`config.mk`:
```
export PLATFORM = sky130hd
export DESIGN_NAME = servo_pwm_decoder
export DESIGN_NICKNAME = d
export VERILOG_FILES = /design/src/rtl/servo_pwm_decoder.sv
export SDC_FILE = /design/constraint.sdc
export NUM_CORES = 1
export LEC_CHECK = 0
export CELL_PAD_IN_SITES_DETAIL_PLACEMENT = 0
export CELL_PAD_IN_SITES_GLOBAL_PLACEMENT = 1
export CORE_MARGIN = 2
export CORE_UTILIZATION = 50
export DETAILED_ROUTE_END_ITERATION = 8
export PLACE_DENSITY_LB_ADDON = 0.1
export SLEW_MARGIN = 10
export SYNTH_ARGS = -nofsm -noshare
export SYNTH_HDL_FRONTEND = slang
export SYNTH_SLANG_ARGS = --single-unit
export TNS_END_PERCENT = 5
```
`constraint.sdc`:
```
create_clock -name CLOCK_50 -period 4.6 [get_ports CLOCK_50]
set_input_delay 0.69 -clock CLOCK_50 [delete_from_list [all_inputs] [get_ports CLOCK_50]]
set_output_delay 0.69 -clock CLOCK_50 [all_outputs]
set_load 0.02 [all_outputs]
```
`src/rtl/servo_pwm_decoder.sv`:
```
// Servo PWM receiver: measures the high time of a 1-2 ms pulse and
// converts it back to a 0-180 degree angle, with a validity watchdog.
module servo_pwm_decoder #(
  parameter int MIN_PULSE      = 50_000,
  parameter int MAX_PULSE      = 100_000,
  parameter int CYCLES_PER_DEG = 278,
  parameter int TOL            = 2_500,
  parameter int TIMEOUT        = 1_500_000
) (
  input  logic        CLOCK_50,
  input  logic        reset_n,
  input  logic        pwm_in,
  output logic [7:0]  angle,
  output logic        angle_strobe,
  output logic        angle_valid,
  output logic [16:0] pulse_width,
  output logic        err_pulse
);

  localparam logic [16:0] CNT_MAX = 17'h1ffff;
  localparam logic [16:0] LO_LIM  = 17'(MIN_PULSE - TOL);
  localparam logic [16:0] HI_LIM  = 17'(MAX_PULSE + TOL);
  localparam logic [16:0] MIN_W   = 17'(MIN_PULSE);
  localparam logic [16:0] CPD     = 17'(CYCLES_PER_DEG);
  localparam logic [16:0] HALF    = 17'(CYCLES_PER_DEG / 2);
  localparam logic [20:0] TMO     = 21'(TIMEOUT);
  localparam logic [7:0]  MAX_DEG = 8'd180;

  typedef enum logic [1:0] {IDLE, HIGH, CONV} state_t;

  state_t      state_q, state_d;
  logic        s1_q, s2_q, s3_q;
  logic [1:0]  fill_q, fill_d;
  logic        armed_q, armed_d;
  logic [16:0] cnt_q, cnt_d;
  logic [16:0] rem_q, rem_d;
  logic [7:0]  acc_q, acc_d;
  logic [7:0]  angle_q, angle_d;
  logic        strobe_q, strobe_d;
  logic        valid_q, valid_d;
  logic [16:0] width_q, width_d;
  logic        err_q, err_d;
  logic [20:0] wd_q, wd_d;

  logic rise, fall, bad_w, step;

  // A level seen high right after reset is not a rise: arm only once
  // the synchronizer holds real samples and the input is seen low.
  assign rise  = s2_q & ~s3_q & armed_q;
  assign fall  = ~s2_q & s3_q;
  assign bad_w = (cnt_q < LO_LIM) | (cnt_q > HI_LIM);
  assign step  = (rem_q >= CPD) & (acc_q < MAX_DEG);

  always_ff @(posedge CLOCK_50 or negedge reset_n) begin
    if (!reset_n) begin
      state_q  <= IDLE;
      s1_q     <= 1'b0;
      s2_q     <= 1'b0;
      s3_q     <= 1'b0;
      fill_q   <= '0;
      armed_q  <= 1'b0;
      cnt_q    <= '0;
      rem_q    <= '0;
      acc_q    <= '0;
      angle_q  <= '0;
      strobe_q <= 1'b0;
      valid_q  <= 1'b0;
      width_q  <= '0;
      err_q    <= 1'b0;
      wd_q     <= '0;
    end else begin
      state_q  <= state_d;
      s1_q     <= pwm_in;
      s2_q     <= s1_q;
      s3_q     <= s2_q;
      fill_q   <= fill_d;
      armed_q  <= armed_d;
      cnt_q    <= cnt_d;
      rem_q    <= rem_d;
      acc_q    <= acc_d;
      angle_q  <= angle_d;
      strobe_q <= strobe_d;
      valid_q  <= valid_d;
      width_q  <= width_d;
      err_q    <= err_d;
      wd_q     <= wd_d;
    end
  end

  always_comb begin
    state_d = state_q;
    unique case (state_q)
      IDLE: if (rise) state_d = HIGH;
      HIGH: if (fall) state_d = bad_w ? IDLE : CONV;
      CONV: if (!step) state_d = IDLE;
      default: state_d = IDLE;
    endcase
  end

  always_comb begin
    fill_d   = (fill_q == 2'd3) ? fill_q : fill_q + 2'd1;
    armed_d  = armed_q | ((fill_q == 2'd3) & ~s2_q);
    cnt_d    = cnt_q;
    rem_d    = rem_q;
    acc_d    = acc_q;
    angle_d  = angle_q;
    width_d  = width_q;
    strobe_d = 1'b0;
    err_d    = 1'b0;
    unique case (state_q)
      IDLE: if (rise) cnt_d = 17'd1;
      HIGH: begin
        if (s2_q) begin
          if (cnt_q != CNT_MAX) cnt_d = cnt_q + 17'd1;
        end else if (fall) begin
          width_d = cnt_q;
          if (bad_w) begin
            err_d = 1'b1;
          end else begin
            rem_d = (cnt_q < MIN_W) ? '0 : cnt_q - MIN_W + HALF;
            acc_d = '0;
          end
        end
      end
      CONV: begin
        if (step) begin
          rem_d = rem_q - CPD;
          acc_d = acc_q + 8'd1;
        end else begin
          angle_d  = acc_q;
          strobe_d = 1'b1;
        end
      end
      default: ;
    endcase
    wd_d = strobe_d ? '0 : (wd_q < TMO) ? wd_q + 21'd1 : wd_q;
    valid_d = strobe_d | (valid_q & (wd_d < TMO));
  end

  assign angle        = angle_q;
  assign angle_strobe = strobe_q;
  assign angle_valid  = valid_q;
  assign pulse_width  = width_q;
  assign err_pulse    = err_q;

endmodule

```
==> results.md <==
* Synth unique cells at between 60 and 70
* Slack of the critical path at 1.01 ns
* Gpl congestion at approximately 0.84
* Max Fclk at 278 MHz
* Worst Setup End Kind: flop
* Crit path to: cnt_q[15]
* Fin Clk Skew at roughly 0.015 ns
* CP required at between 4 and 5 ns
* Yosys top cell area share at 0.469
* WS Path Type: flop to flop
* Post-Route WL at 11.5 mm
* Setup bufs post-CTS at 0
* Comb pwr share at 0.131
* Root Buffer: clkbuf_8
* Sum Neg Setup Slack at 0 ns
* Hold Path Class: flop to flop
* Grt total ovfl at 0
* Max VDD drop at around 0.00024 V
* Clock network power share at 0.303
* Biggest area consumer among synthesized cells: dfrtp_1
* Placed cell count at around 700
* WP data arrival at a little under 4 ns
* Pwr per Cell Area at roughly 290 mW/mm²
* Final Util at 0.566
* Most frequent cells in the layout: dfrtp_1, nor2_1, nand2_1, o21ai_0, a21oi_1
* First-pass GRT wire length at slightly below 20 mm
* TritonCTS Sinks at 99
* Period utilization at 0.781
* Commonest non-fill, non-tap cell in the layout: dfrtp_1
* Worst-path clk slew at ~0.090 ns
* DP HPWL at between 7 and 8 mm
* Sw Ratio at 0.289
* Initial Utilization at 0.514
* Hold Buf Count CTS at 0
* Vias in the first global route at approximately 4100
* Die area at between 0.01 and 0.015 mm²
* Minimum clock period at around 3.6 ns
* Initial DRC count at between 200 and 250
* Worst-skew pair later-pin latency at between 0.3 and 0.4 ns
* Ys Warns at 0
* Final setup fails at 0
* H-Tree Level Count at 3
* Largest net degree at the start of global routing at slightly below 70
* PortBufs at 30
* Die width at roughly 110 µm
* Core ar. at about 0.010 mm²
* Final hold vios at 0
* Post-synthesis sequential area ratio at 0.469
* RSZ-0062 raised after global routing: no
* Avg WL per Cell at 16.1 µm
* Critical path origin: cnt_q[0]
* Critical path fanouts, max at 10
* Reg2reg start: cnt_q[0]
* Vias per inst at between 5 and 6
* Overall Global Routing Usage at 0.221
* Dominant cells by area after synthesis: dfrtp_1, mux2_2, xor2_1, nor2_1, o21ai_0
* Pre-CTS setup slack at between 1 and 1.5 ns
* Final std cells w/o fill at 714
* Post-route DRC at 0
* Ports at 31
* Async SR Flop Fraction at 1.00
* Yosys reg bits at slightly below 100
* Pint at 1.19 mW
* Initial antenna violation count at 0
* Netlist Area Pre-Place at 0.00528 mm²
* P_sw at ~0.5 mW
* CTS Buf Count at 9
* CP startpoint kind: flop
* Rel. slew slack at 0.339
* # rows at 37
* N_diodes at 0
* Reg2reg end: cnt_q[15]
* First-pass DRT Iterations at 6
* Share of layout cells above drive strength 1 at 0.102
* Clk buf depth at 2
* DR vias at a little over 4000
* Outcome: finished clean
* ANT nets after route at 0
* Post-Syn Instances at between 500 and 600
* Worst-Margin Slew at a little under 1 ns
* Max-Cap Viols at 0
* Top FF cell, synth: dfrtp_1
* Layout Nets at about 580
* Area delta synth->final at 10.2%
* Leakage at about 2.5 nW
* Mean Syn Cell Area at between 9 and 10 µm²
* Post-CTS resize count at 0
* Part of the power in registers at 0.567
* R2R cell count at 12
* Total Power at approximately 1.7 mW
* Net Count, Synth at between 500 and 600
* Die H at ~110 µm
* Hold Path Cell Cnt at 0
* CTS tree: built
* Number of synthesized flops with an enable pin at 0
* Max-slew violation count at 0
* R2r setup slk at between 1 and 1.5 ns
-- critical path, cell delays in order (launching register included) --
cell and delay (ns):
dfrtp_1 0.51, ha_1 0.29, and4_1 0.24, nand3_1 0.11, nor3_1 0.06, ha_1 0.18
nor3b_1 0.61, nor2_1 0.28, nor3_1 0.56, and4_1 0.34, nand3_1 0.11, xor2_1 0.16
nor2_1 0.09
-- layer usage --
| layer | GRT usage | up-vias | wire length [µm] |
|---|---|---|---|
| li1 | - | 2014 | - |
| met1 | 0.293 | 1994 | 5390 |
| met2 | 0.361 | 74 | 5510 |
| met3 | 0.0529 | 13 | 409 |
| met4 | 0.0659 | 0 | 182 |
| met5 | 0 | - | 0 |
-- sequential cells by signal, summed over array words and instances (netlist names), 2 cells and up --
name and cells:
wd_q 21, cnt_q 17, pulse_width 17, rem_q 17, acc_q 8, angle 8
fill_q 2, state_q 2
-- layout make-up --
class	instances	area, µm²
fillers	967	4460
multi-input cells	412	2600
flip-flops and latches	99	2480
repair buffers	36	343
well taps	136	170
clock buffers	10	128
inverters	16	60.1
clock inverters	5	40.0
-- per-stage QoR --
stage	hold slack, ns	area (µm²)
2_1_floorplan	0.331	5280
3_3_place_gp	0.336	5650
3_5_place_dp	0.348	5650
4_1_cts	0.366	5820
5_1_grt	0.374	5820
6_report	0.365	5820
-- cell families after synthesis --
family                   share of synthesized area
flip-flops                                   0.469
XOR/XNOR                                    0.0730
adder cells (fa/ha/maj)                     0.0166
AO/OA/AOI/OAI                                0.151
buffers and inverters                       0.0381
multiplexers                                0.0576
AND/OR/NAND/NOR                              0.194
-- worst min path at each step --
stage / from / to
final: s1_q / s2_q
after global routing: s1_q / s2_q
after CTS: s1_q / s2_q
after detailed placement: s1_q / s2_q
after global placement: s1_q / s2_q
after floorplan: s1_q / s2_q
-- synth_stat cells (4+ instances only) --
cell type,n
or3_1,4
inv_1,15
nor2_1,58
ha_1,7
o22ai_1,4
nand2b_1,5
a21oi_1,34
mux2_2,27
xor2_1,25
a31oi_1,4
buf_2,5
clkbuf_1,26
o21ai_0,41
dfrtp_1,99
nand2_1,51
nand4_1,8
nand3b_1,5
and2_1,4
nand3_1,21
nor3_1,20
o21a_1,5
xnor2_1,19
and3_1,6
-- power groups by stage --
stage	registers [mW]	logic [mW]	clock network (mW)
after global placement	0.968	0.220	0
after CTS	0.954	0.224	0.531
after floorplan	0.958	0.139	0
final	0.953	0.219	0.509
after global routing	0.961	0.243	0.560
after detailed placement	0.972	0.222	0
No activity file was read; power rests on OpenSTA's default activity.
